$ cat config.mk
export PLATFORM = sky130hd
export DESIGN_NAME = cmd_loader
export DESIGN_NICKNAME = d
export VERILOG_FILES = /design/src/rtl/cmd_pkg.sv /design/src/rtl/cmd_word_packer.sv /design/src/rtl/cmd_loader.sv
export SDC_FILE = /design/constraint.sdc
export NUM_CORES = 1
export LEC_CHECK = 0
export CORE_UTILIZATION = 55
export DETAILED_ROUTE_END_ITERATION = 7
export GPL_ROUTABILITY_DRIVEN = 0
export PLACE_DENSITY_LB_ADDON = 0.08
export SETUP_SLACK_MARGIN = 0.5
export SLEW_MARGIN = 20
export SYNTH_ARGS = -nofsm -noshare
export SYNTH_HDL_FRONTEND = slang
export SYNTH_HIERARCHICAL = 1
export SYNTH_SLANG_ARGS = --single-unit
$ cat constraint.sdc
create_clock -name clk -period 6.8 [get_ports clk]
set_clock_uncertainty 0.1 [all_clocks]
set_input_delay 1.36 -clock clk [delete_from_list [all_inputs] [get_ports clk]]
set_output_delay 1.36 -clock clk [all_outputs]
set_load 0.02 [all_outputs]
$ cat src/rtl/cmd_pkg.sv
// rtl/cmd_pkg.sv - shared command-path types, widths and helpers
//
// Purpose: loader FSM state encoding, default command/address/bus widths
// shared with the command memory and processor fetch path, and the
// words-per-command helper.
// Ports: none (package).
package cmd_pkg;

  localparam int CMD_W      = 128;
  localparam int CMD_ADDR_W = 8;
  localparam int HOST_BUS_W = 32;

  typedef enum logic [1:0] {
    ST_IDLE = 2'd0,
    ST_LOAD = 2'd1,
    ST_DONE = 2'd2
  } state_t;

  // Host words needed to fill one command (ceiling division).
  function automatic int words_per_cmd(input int cmd_width, input int bus_width);
    return (cmd_width + bus_width - 1) / bus_width;
  endfunction

endpackage

$ cat src/rtl/cmd_word_packer.sv
// rtl/cmd_word_packer.sv - packs host stream words into one command
//
// Purpose: word index counter plus slice-insert register. The first word of
// a command lands in the LSBs; bits of the final word beyond CMD_WIDTH are
// dropped.
// Ports:
//   clk, reset    clock, synchronous active-high reset
//   clear         restart at word 0 (new load)
//   xfer          a host word is accepted this cycle
//   s_data        host word
//   cmd_complete  this transfer finishes a command
//   cmd_data      assembled command including the current word
module cmd_word_packer
  import cmd_pkg::*;
#(
  parameter int CMD_WIDTH = CMD_W,
  parameter int BUS_WIDTH = HOST_BUS_W
) (
  input  logic                 clk,
  input  logic                 reset,
  input  logic                 clear,
  input  logic                 xfer,
  input  logic [BUS_WIDTH-1:0] s_data,
  output logic                 cmd_complete,
  output logic [CMD_WIDTH-1:0] cmd_data
);

  localparam int WPC   = words_per_cmd(CMD_WIDTH, BUS_WIDTH);
  localparam int IDX_W = (WPC > 1) ? $clog2(WPC) : 1;
  localparam int BUF_W = WPC * BUS_WIDTH;
  localparam logic [IDX_W-1:0] LAST_IDX = IDX_W'(WPC - 1);

  logic [IDX_W-1:0] word_idx;
  logic [BUF_W-1:0] buf_q;
  logic [BUF_W-1:0] buf_next;

  // Current word merged in combinationally so the top can register the
  // complete command on the same edge that accepts the final word.
  always_comb begin
    buf_next = buf_q;
    buf_next[int'(word_idx) * BUS_WIDTH +: BUS_WIDTH] = s_data;
  end

  assign cmd_complete = xfer && (word_idx == LAST_IDX);
  assign cmd_data     = buf_next[CMD_WIDTH-1:0];

  always_ff @(posedge clk) begin
    if (reset) begin
      word_idx <= '0;
      buf_q    <= '0;
    end else if (clear) begin
      word_idx <= '0;
    end else if (xfer) begin
      buf_q    <= buf_next;
      word_idx <= (word_idx == LAST_IDX) ? '0 : word_idx + IDX_W'(1);
    end
  end

endmodule

$ cat src/rtl/cmd_loader.sv
// rtl/cmd_loader.sv - host stream to command memory write-side loader
//
// Purpose: accepts a ready/valid stream of host words, packs them into
// commands and writes them to consecutive command memory addresses starting
// at base_addr, num_cmds commands per load.
// Optional: CMD_LOADER_CHECKSUM_EN adds output checksum, the running XOR of
// every command written in the current load.
// Ports:
//   clk, reset                   clock, synchronous active-high reset
//   start, base_addr, num_cmds   load request (accepted only in IDLE)
//   s_data, s_valid, s_ready     host word stream
//   write_enable, write_address,
//   cmd_out                      registered command memory write port
//   busy                         high in LOAD
//   done                         one-cycle completion pulse
//   checksum                     (CMD_LOADER_CHECKSUM_EN only)
module cmd_loader
  import cmd_pkg::*;
#(
  parameter int CMD_WIDTH  = CMD_W,
  parameter int ADDR_WIDTH = CMD_ADDR_W,
  parameter int BUS_WIDTH  = HOST_BUS_W
) (
  input  logic                  clk,
  input  logic                  reset,
  input  logic                  start,
  input  logic [ADDR_WIDTH-1:0] base_addr,
  input  logic [ADDR_WIDTH:0]   num_cmds,
  input  logic [BUS_WIDTH-1:0]  s_data,
  input  logic                  s_valid,
  output logic                  s_ready,
  output logic                  write_enable,
  output logic [ADDR_WIDTH-1:0] write_address,
  output logic [CMD_WIDTH-1:0]  cmd_out,
  output logic                  busy,
  output logic                  done
`ifdef CMD_LOADER_CHECKSUM_EN
  ,
  output logic [CMD_WIDTH-1:0]  checksum
`endif
);

  state_t state, state_next;

  logic [ADDR_WIDTH-1:0] ptr;
  logic [ADDR_WIDTH:0]   remaining;
  logic                  start_ok;
  logic                  xfer;
  logic                  cmd_complete;
  logic [CMD_WIDTH-1:0]  cmd_data;

  assign start_ok = (state == ST_IDLE) && start;
  assign xfer     = s_valid && s_ready;

  cmd_word_packer #(
    .CMD_WIDTH (CMD_WIDTH),
    .BUS_WIDTH (BUS_WIDTH)
  ) u_packer (
    .clk          (clk),
    .reset        (reset),
    .clear        (start_ok),
    .xfer         (xfer),
    .s_data       (s_data),
    .cmd_complete (cmd_complete),
    .cmd_data     (cmd_data)
  );

  always_ff @(posedge clk) begin
    if (reset) state <= ST_IDLE;
    else       state <= state_next;
  end

  always_comb begin
    state_next = state;
    case (state)
      ST_IDLE: if (start) state_next = (num_cmds != '0) ? ST_LOAD : ST_DONE;
      ST_LOAD: if (cmd_complete && (remaining == (ADDR_WIDTH+1)'(1))) state_next = ST_DONE;
      ST_DONE: state_next = ST_IDLE;
      default: state_next = ST_IDLE;
    endcase
  end

  always_comb begin
    s_ready = (state == ST_LOAD);
    busy    = (state == ST_LOAD);
    done    = (state == ST_DONE);
  end

  // Write port, pointer and command counter. Pointer wraps silently.
  always_ff @(posedge clk) begin
    if (reset) begin
      ptr           <= '0;
      remaining     <= '0;
      write_enable  <= 1'b0;
      write_address <= '0;
      cmd_out       <= '0;
    end else begin
      write_enable <= 1'b0;
      if (start_ok) begin
        ptr       <= base_addr;
        remaining <= num_cmds;
      end else if (cmd_complete) begin
        write_enable  <= 1'b1;
        write_address <= ptr;
        cmd_out       <= cmd_data;
        ptr           <= ptr + 1'b1;
        remaining     <= remaining - 1'b1;
      end
    end
  end

`ifdef CMD_LOADER_CHECKSUM_EN
  always_ff @(posedge clk) begin
    if (reset || start_ok) checksum <= '0;
    else if (cmd_complete) checksum <= checksum ^ cmd_data;
  end
`endif

endmodule

==> results of run 1 <==
power groups by stage:
stage	combinational [uW]	sequential, uW	clock, uW
floorplan	193	1740	0
global placement	269	1750	0
detailed placement	269	1750	0
CTS	271	1710	1560
global route	296	1710	1640
finish	275	1710	1550
layer usage:
metal  vias to the layer above  wire length (um)  track usage, %
met5                         -                 0               0
met4                         0               734            8.45
met3                        58              2900            4.43
met2                       526             15400            44.2
met1                      5351             16100            44.7
li1                       5213                 -               -
path summary, 6_finish.rpt:
check                     start  cells past startpoint  slack (ps)             endpoint
max                     s_valid                      6        2790  u_packer/buf_q[121]
min          u_packer/buf_q[79]                      1         380   u_packer/buf_q[79]
max reg2reg            state[0]                      6        3400  u_packer/buf_q[121]
min reg2reg  u_packer/buf_q[79]                      1         380   u_packer/buf_q[79]
through the flow:
step	power [uW]	cell area [um2]	utilization, %	std cells	hold slack (ps)
global route	3650	14700	67.3	1753	385
detailed placement	2020	13700	63.0	1698	357
CTS	3540	14700	67.3	1753	376
floorplan	1930	12200	-	1394	343
global placement	2010	13700	62.9	1697	356
finish	3540	14700	67.3	1753	376
flip-flops by register name (all words and copies together), names as in the netlist:
signal / flops
write_enable: 1
cmd_out: 128
ptr: 8
state: 2
remaining: 9
u_packer/buf_q: 128
u_packer/word_idx: 2
write_address: 8
cell usage after synthesis, types with 15 or more instances:
library cell / n
sky130_fd_sc_hd__o21ai_0: 156
sky130_fd_sc_hd__nand3_1: 140
sky130_fd_sc_hd__nor2_1: 84
sky130_fd_sc_hd__a32oi_1: 64
sky130_fd_sc_hd__inv_1: 39
sky130_fd_sc_hd__buf_1: 15
sky130_fd_sc_hd__a21oi_1: 139
sky130_fd_sc_hd__o21ai_1: 17
sky130_fd_sc_hd__a22o_1: 156
sky130_fd_sc_hd__nand2_1: 37
sky130_fd_sc_hd__clkbuf_1: 93
sky130_fd_sc_hd__buf_4: 38
sky130_fd_sc_hd__dfxtp_1: 286
sky130_fd_sc_hd__buf_2: 31
cell families after synthesis:
kind of cell	Yosys count
mux	3
buf+inv	228
compound gates	559
xor+xnor	6
fa+ha+maj	8
flops	286
simple gates	304
final cells by class:
type,instances,area [um2]
inverters,41,158
clock inverters,9,48.8
multi-input cells,880,5440
fillers,1838,7130
flip-flops and latches,286,5730
repair buffers,211,2070
clock buffers,46,892
well taps,280,350
==> results.md, run 1 <==
Power and ir drop:
- The static leakage is 0.00496 uW.
- The part of the power in the clock network is 43.9%.
- The power density over the cells is 241 mW/mm2.
- Net switching is 24.5% of the power.
- The switching power total is 866 uW.
- The internal power summed over all cells is 2670 uW.
- The sequential cell fraction of total power is 48.4%.
- The share of power burned in combinational logic is 7.8%.
- The peak supply drop is 0.000175 V.

Worst setup path:
- The endpoint required time on the critical path is 7180 ps.
- STA classifies the critical path endpoint as a register.
- The category of the most critical setup path is in -> reg.
- The largest delay contributor family on the critical path is simple AND/OR/NAND/NOR gates.
- The sum of buffers and inverters on the critical path is 2.
- The slowest stage of the critical path belongs to the cell sky130_fd_sc_hd__and4bb_1.
- Walking the worst path, the cells encountered are clkdlybuf4s50_1 > and2_1 > nor2b_4 > buf_4 > and4bb_1 > a22o_1.
- The worst setup path is launched from an input pin.
- The largest incremental delay on the critical path is 990 ps.
- The worst path arrival time is 4390 ps.
- In this run the worst path has a maximum fanout of 27.

STA:
- Headroom to the max-slew limit came out at 23.4%.
- Timing would allow up to 249 MHz.
- Setup repair after global routing left no endpoint under its margin.
- Counting I/O delays and the setup requirement, the final critical path takes 4010 ps.
- The number of endpoints failing setup at the final stage is 0.
- Across all setup checks in the final design, the least slack found is 2790 ps.
- For the pin with the worst max-slew slack, the measured transition is 1150 ps.
- The total count of max-transition violations in the final report is 0.
- The final number of hold-violating endpoints is 0.
- The final total negative setup slack is 0 ps.
- The final critical-path share of the clock period is 59.0%.

Final layout:
- The top cell types in the final layout, fill and taps aside, are sky130_fd_sc_hd__dfxtp_1 (286), sky130_fd_sc_hd__clkdlybuf4s50_1 (191), sky130_fd_sc_hd__o21ai_0 (156), sky130_fd_sc_hd__a22o_1 (156), sky130_fd_sc_hd__nand3_1 (140).
- The post-route netlist has 5.43% of its cells at a drive strength greater than 1.
- The final antenna diode count is 0.
- The most common cell after layout, fill and taps aside is sky130_fd_sc_hd__dfxtp_1.
- The final layout contains 1511 nets.
- The relative area change from synthesis to final layout is 20.0%.

Die:
- The floorplan has 54 rows.
- The die covers 0.0229 mm2.
- For this configuration, the core starts out at a cell density of 56.1%.
- The die extent in y is 151 um.
- The total area inside the core boundary comes to 0.0218 mm2.
- The chip width is 151 um.
- 193 I/O pins were placed.

Global route:
- The pin count of the biggest net entering global routing is 116.
- The remaining global-route overflow is 0.
- The number of global-route vias before repair is 9963.
- The wire length of the first global-routing pass is 54.4 mm.
- Across every metal layer, demand over resource in global routing totals 29.8%.
- The initial antenna violation count came to 0.

Clock tree:
- The clock sink count is 286.
- The number of hold buffers added after CTS was 0.
- The clock-pin transition on the worst setup and hold timing paths is 60 ps.
- The number of clock buffers added by TritonCTS is 30.
- The buffer cell driving the clock tree root is sky130_fd_sc_hd__clkbuf_16.
- The CTS tree is yes.
- The number of post-CTS setup repair buffers is 0.
- The H-tree depth is 1.
- Gates resized during post-CTS repair numbered 0.
- The clock latency reported for the late side of the worst-skew pair is 550 ps.
- In this run the deepest clock path goes through 3 buffers.

Yosys:
- After synthesis, the largest family of logic cells by area is compound AO/OA/AOI/OAI gates.
- When the netlist entered floorplanning its net count stood at 1455.
- The synthesized netlist devotes 30.4% of its cell area to compound gates.
- For this run, asynchronously set or reset flops after synthesis account for 0%.
- Counting every instance in the synthesized netlist gives 1394.
- Ranked by total cell area, the synthesized netlist is headed by sky130_fd_sc_hd__dfxtp_1 (47%), sky130_fd_sc_hd__a22o_1 (11%), sky130_fd_sc_hd__o21ai_0 (6.4%), sky130_fd_sc_hd__nand3_1 (5.7%), sky130_fd_sc_hd__a21oi_1 (5.7%).
- The number of flops mapped to enable cells by yosys is 0.
- For this run, the number of Yosys warnings is 6.
- After Yosys synthesis, XOR and XNOR cells account for 0.429% of the synthesized area.
- The adder-cell share of the synthesized area is 0.818%.
- The cell area that synthesis handed to floorplanning was 0.0122 mm2.
- The flip-flop and latch count after synthesis is 286.
- The number of unique standard cell types used by synthesis is 48.
- The commonest register cell after synthesis is sky130_fd_sc_hd__dfxtp_1.
- The synthesized area divided by synthesized cell count is 8.78 um2.
- Of the synthesized area, sequential elements account for 46.8%.
- The simple-gate portion of the synthesized area is 12.2%.
- The top cell type by area accounts for 46.8% of the synthesized area.
- Summed over all instances, the cell type with the most area after synthesis is sky130_fd_sc_hd__dfxtp_1.
- In the synthesized netlist, mux cells make up 0.245% of the area.

Placed design:
- The detailed placer's ending HPWL is 20.7 mm.
- Before CTS, the worst setup slack after placement is 2320 ps.
- The quantity of I/O buffers inserted on ports is 192.

Run status:
- The flow ran to the end, and the final reports show no timing, DRC or antenna violations.

Min path:
- The worst min-delay path class is reg -> reg.

Route:
- The post-detailed-route via-to-cell ratio is 6.36.
- The final route contains 11100 vias.
- The post-detailed-route count of antenna-violating nets is 0.
- In this run, the number of DRC markers left after iteration 0 of detailed routing was 1102.
- The first TritonRoute pass finished after 5 iterations.
- The routed wire length is 35.2 mm.
- The wire length per cell is 20.1 um.
- The detailed-route DRC error count is 0.

Job:
- The number of maximum-capacitance violations is 0.
Power figures use the tool's default switching activity.
==> run 2, diff against run 1 <==
--- a/config.mk
+++ b/config.mk
@@ -5,7 +5,7 @@
 export SDC_FILE = /design/constraint.sdc
 export NUM_CORES = 1
 export LEC_CHECK = 0
-export CORE_UTILIZATION = 55
+export CORE_UTILIZATION = 54
 export DETAILED_ROUTE_END_ITERATION = 7
 export GPL_ROUTABILITY_DRIVEN = 0
 export PLACE_DENSITY_LB_ADDON = 0.08
==> constraint.sdc (replaced) <==
create_clock -name clk -period 3.87 [get_ports clk]
set_clock_uncertainty 0.1 [all_clocks]
set_input_delay 0.774 -clock clk [delete_from_list [all_inputs] [get_ports clk]]
set_output_delay 0.774 -clock clk [all_outputs]
set_load 0.02 [all_outputs]
==> run 2 against run 1 <==
Against the previous run: critical endpoint is now cmd_out[99]; sequential power up 75%; die area up 1.8%; non-clock buffer count up 7; the run now ends with DRC left; clock power up 86%.
==> results.md, run 2 (synthesized netlist as in run 1, its figures left out) <==
Run status:
- The run finished, with violations left.
- The final reports fail on DRC.

Final layout:
- The storage element area is 0.00573 mm2 (unchanged).
- The area used by multi-input combinational logic is 0.00543 mm2 (-0.16%).
- The relative area change from synthesis to final layout is 21.1%.
- The post-route cell area is 0.0148 mm2 (+0.86%).
- The largest registers in the layout are cmd_out (128), u_packer/buf_q (128), remaining (9).
- The proportion of layout cells with a drive suffix above 1 came to 5.75% (+0.32 points).
- The number of nets in the finished design is 1517 (+0.40%).
- Leaving out fill and tap cells, the most frequent cell in the layout is sky130_fd_sc_hd__dfxtp_1.
- In the layout the commonest cells are sky130_fd_sc_hd__dfxtp_1 (286), sky130_fd_sc_hd__clkdlybuf4s50_1 (191), sky130_fd_sc_hd__o21ai_0 (156), sky130_fd_sc_hd__a22o_1 (156), sky130_fd_sc_hd__nand3_1 (140).
- The number of fill cells came to 1849 (+0.60%).

Global route:
- The wire length of the first global-routing pass is 55.9 mm (+2.8%).
- The combined global-route utilization of all metal layers came to 29.2% (-0.63 points).
- The remaining global-route overflow is 0 (unchanged).
- The pin count of the biggest net entering global routing came to 172 (+48%).
- The initial antenna violation count is 1 (+1).
- The number of global-route vias before repair is 10100 (+1.2%).

STA:
- The total count of max-transition violations in the final report is 0 (unchanged).
- Setup repair after global routing left no endpoint under its margin.
- The worst-margin pin slew is 1030 ps (-120 ps).
- The highest attainable clock frequency is 312 MHz.
- The clock period could shrink to 3200 ps.
- Dividing the final minimum period by the clock period gives 82.7%.
- The number of endpoints failing setup at the final stage is 0 (unchanged).
- The final number of hold-violating endpoints is 0 (unchanged).
- The worst slew margin relative to its limit was 31.0% (+7.6 points).
- The worst hold-check slack is 373 ps (-3.19 ps).
- The final total negative setup slack was 0 ps (unchanged).

Route:
- The number of iterations in the first detailed-routing pass is 8 (+3).
- The detailed-route DRC error count came to 16 (+16).
- The wire length per cell was 20.1 um (+0.31%).
- The post-detailed-route count of antenna-violating nets is 0 (unchanged).
- The via total after detailed routing was 11100 (-0.81%).
- The initial DRC count is 1181 (+7.2%).
- The routed wire length is 35.4 mm (+0.59%).
- The post-detailed-route via-to-cell ratio came to 6.29 (-1.1%).

Power and ir drop:
- The static leakage is 0.00502 uW (+1.3%).
- The peak supply drop is 0.000267 V (+52%).
- The switching part of the total power came to 24.1% (-0.38 points).
- The internal power summed over all cells was 4840 uW (+81%).
- The power density over the cells was 431 mW/mm2 (+79%).
- The share of power burned in combinational logic was 7.7% (about the same).
- The switching power total was 1540 uW (+78%).
- The sequential cell fraction of total power is 47.1% (-1.3 points).
- The part of the power in the clock network is 45.2% (+1.3 points).

Die:
- The number of I/O pins was 193 (unchanged).
- The initial core utilization is 55.6% (-0.52 points).
- The core area is 0.0220 mm2 (+0.93%).
- The die extent in y was 153 um (+0.91%).
- The chip width is 153 um (+0.91%).
- The full die area is 0.0233 mm2 (+1.8%).
- The placement row count is 54 (unchanged).

Worst setup path:
- Walking the worst path, the cells encountered are inv_1 > ha_1 > and4bb_2 > nor2b_2 > buf_4 > a22o_1 > nand3_1 > a21oi_1.
- The critical path is of the reg -> reg type.
- The largest fanout on the critical path is 17 (-37%).
- The worst setup path is launched from a register.
- The sum of buffers and inverters on the critical path is 2 (unchanged).
- The largest delay contributor family on the critical path is simple AND/OR/NAND/NOR gates.
- The largest incremental delay on the critical path is 550 ps (-440 ps).
- The endpoint type of the worst setup path is a register.
- The worst path arrival time was 3550 ps (-840 ps).
- The endpoint required time on the critical path came to 4220 ps (-2960 ps).
- The slowest stage cell on the critical path is sky130_fd_sc_hd__dfxtp_1.

Clock tree:
- The largest buffer count on any clock path is 3 (unchanged).
- TritonCTS built the clock tree.
- The number of gates resized after CTS is 0 (unchanged).
- The number of CTS-inserted buffers is 29 (-3.3%).
- The clock-pin transition on the worst setup and hold timing paths is 60 ps (about the same).
- The clock latency reported for the late side of the worst-skew pair came to 550 ps (about the same).
- The buffer cell driving the clock tree root is sky130_fd_sc_hd__clkbuf_16.
- The number of buffers inserted by hold repair at cts was 0 (unchanged).
- The clock sink count was 286 (unchanged).
- The number of post-CTS setup repair buffers is 0 (unchanged).
- The H-tree depth came to 1 (unchanged).

Placed design:
- The detailed placer's ending HPWL is 20.9 mm (+1.1%).
- The quantity of I/O buffers inserted on ports is 192 (unchanged).
- The total placed instance area was 0.0138 mm2 (+0.64%).

Job:
- The number of maximum-capacitance violations is 0 (unchanged).

Min path:
- The worst min-delay path class is reg -> reg.
run 2: changes by cell type in the layout (fill, tap and decap cells not counted), sizes merged:
cell	change
diode	+1
buf	+7
inv	-2
clkinv	-1
clkbuf	-3
bufinv	+3
run 2: layout make-up:
class | instances | share of cell area (%)
sequential | 286 | 38.6
multi-input combinational | 880 | 36.7
timing repair buffer | 218 | 14.6
clock buffer | 43 | 5.79
tap | 280 | 2.36
inverter | 41 | 1.06
clock inverter | 9 | 0.811
antenna | 1 | 0.0169
run 2: power groups by stage:
stage	clock network [uW]	registers, uW	logic [uW]
after floorplan	0	3060	339
after global placement	0	3070	479
after detailed placement	0	3070	481
after CTS	2910	3000	485
after global routing	3050	3010	528
final	2880	3000	492
run 2: path summary, 6_finish.rpt:
check / start / cells after the start / to / slack (ps)
setup / recovery: u_packer/word_idx[0] / 8 / cmd_out[99] / 670
hold / removal: write_address[4] / 2 / write_address[4] / 370
setup reg to reg: u_packer/word_idx[0] / 8 / cmd_out[99] / 670
hold reg to reg: write_address[4] / 2 / write_address[4] / 370
run 2: worst min-delay path, stage by stage, from the launching register on:
cell	delay [ps]
sky130_fd_sc_hd__dfxtp_1	300
sky130_fd_sc_hd__o21ai_0	60
sky130_fd_sc_hd__a21oi_1	60
run 2: stage by stage:
step / std cells / total power (uW) / util, % / setup WS (ps)
floorplan: 1394 / 3400 / - / 1020
detailed placement: 1705 / 3550 / 62.8 / 628
global route: 1758 / 6580 / 67.3 / 531
CTS: 1757 / 6400 / 67.3 / 695
global placement: 1705 / 3550 / 62.8 / 688
finish: 1758 / 6380 / 67.3 / 669
run 2: metal layers:
| layer | vias up | GRT usage (%) | share of wire, % |
|---|---|---|---|
| li1 | 5226 | - | - |
| met1 | 5313 | 43.3 | 46 |
| met2 | 466 | 44.7 | 45 |
| met3 | 53 | 3.81 | 7.0 |
| met4 | 0 | 7.70 | 1.9 |
| met5 | - | 0 | 0 |
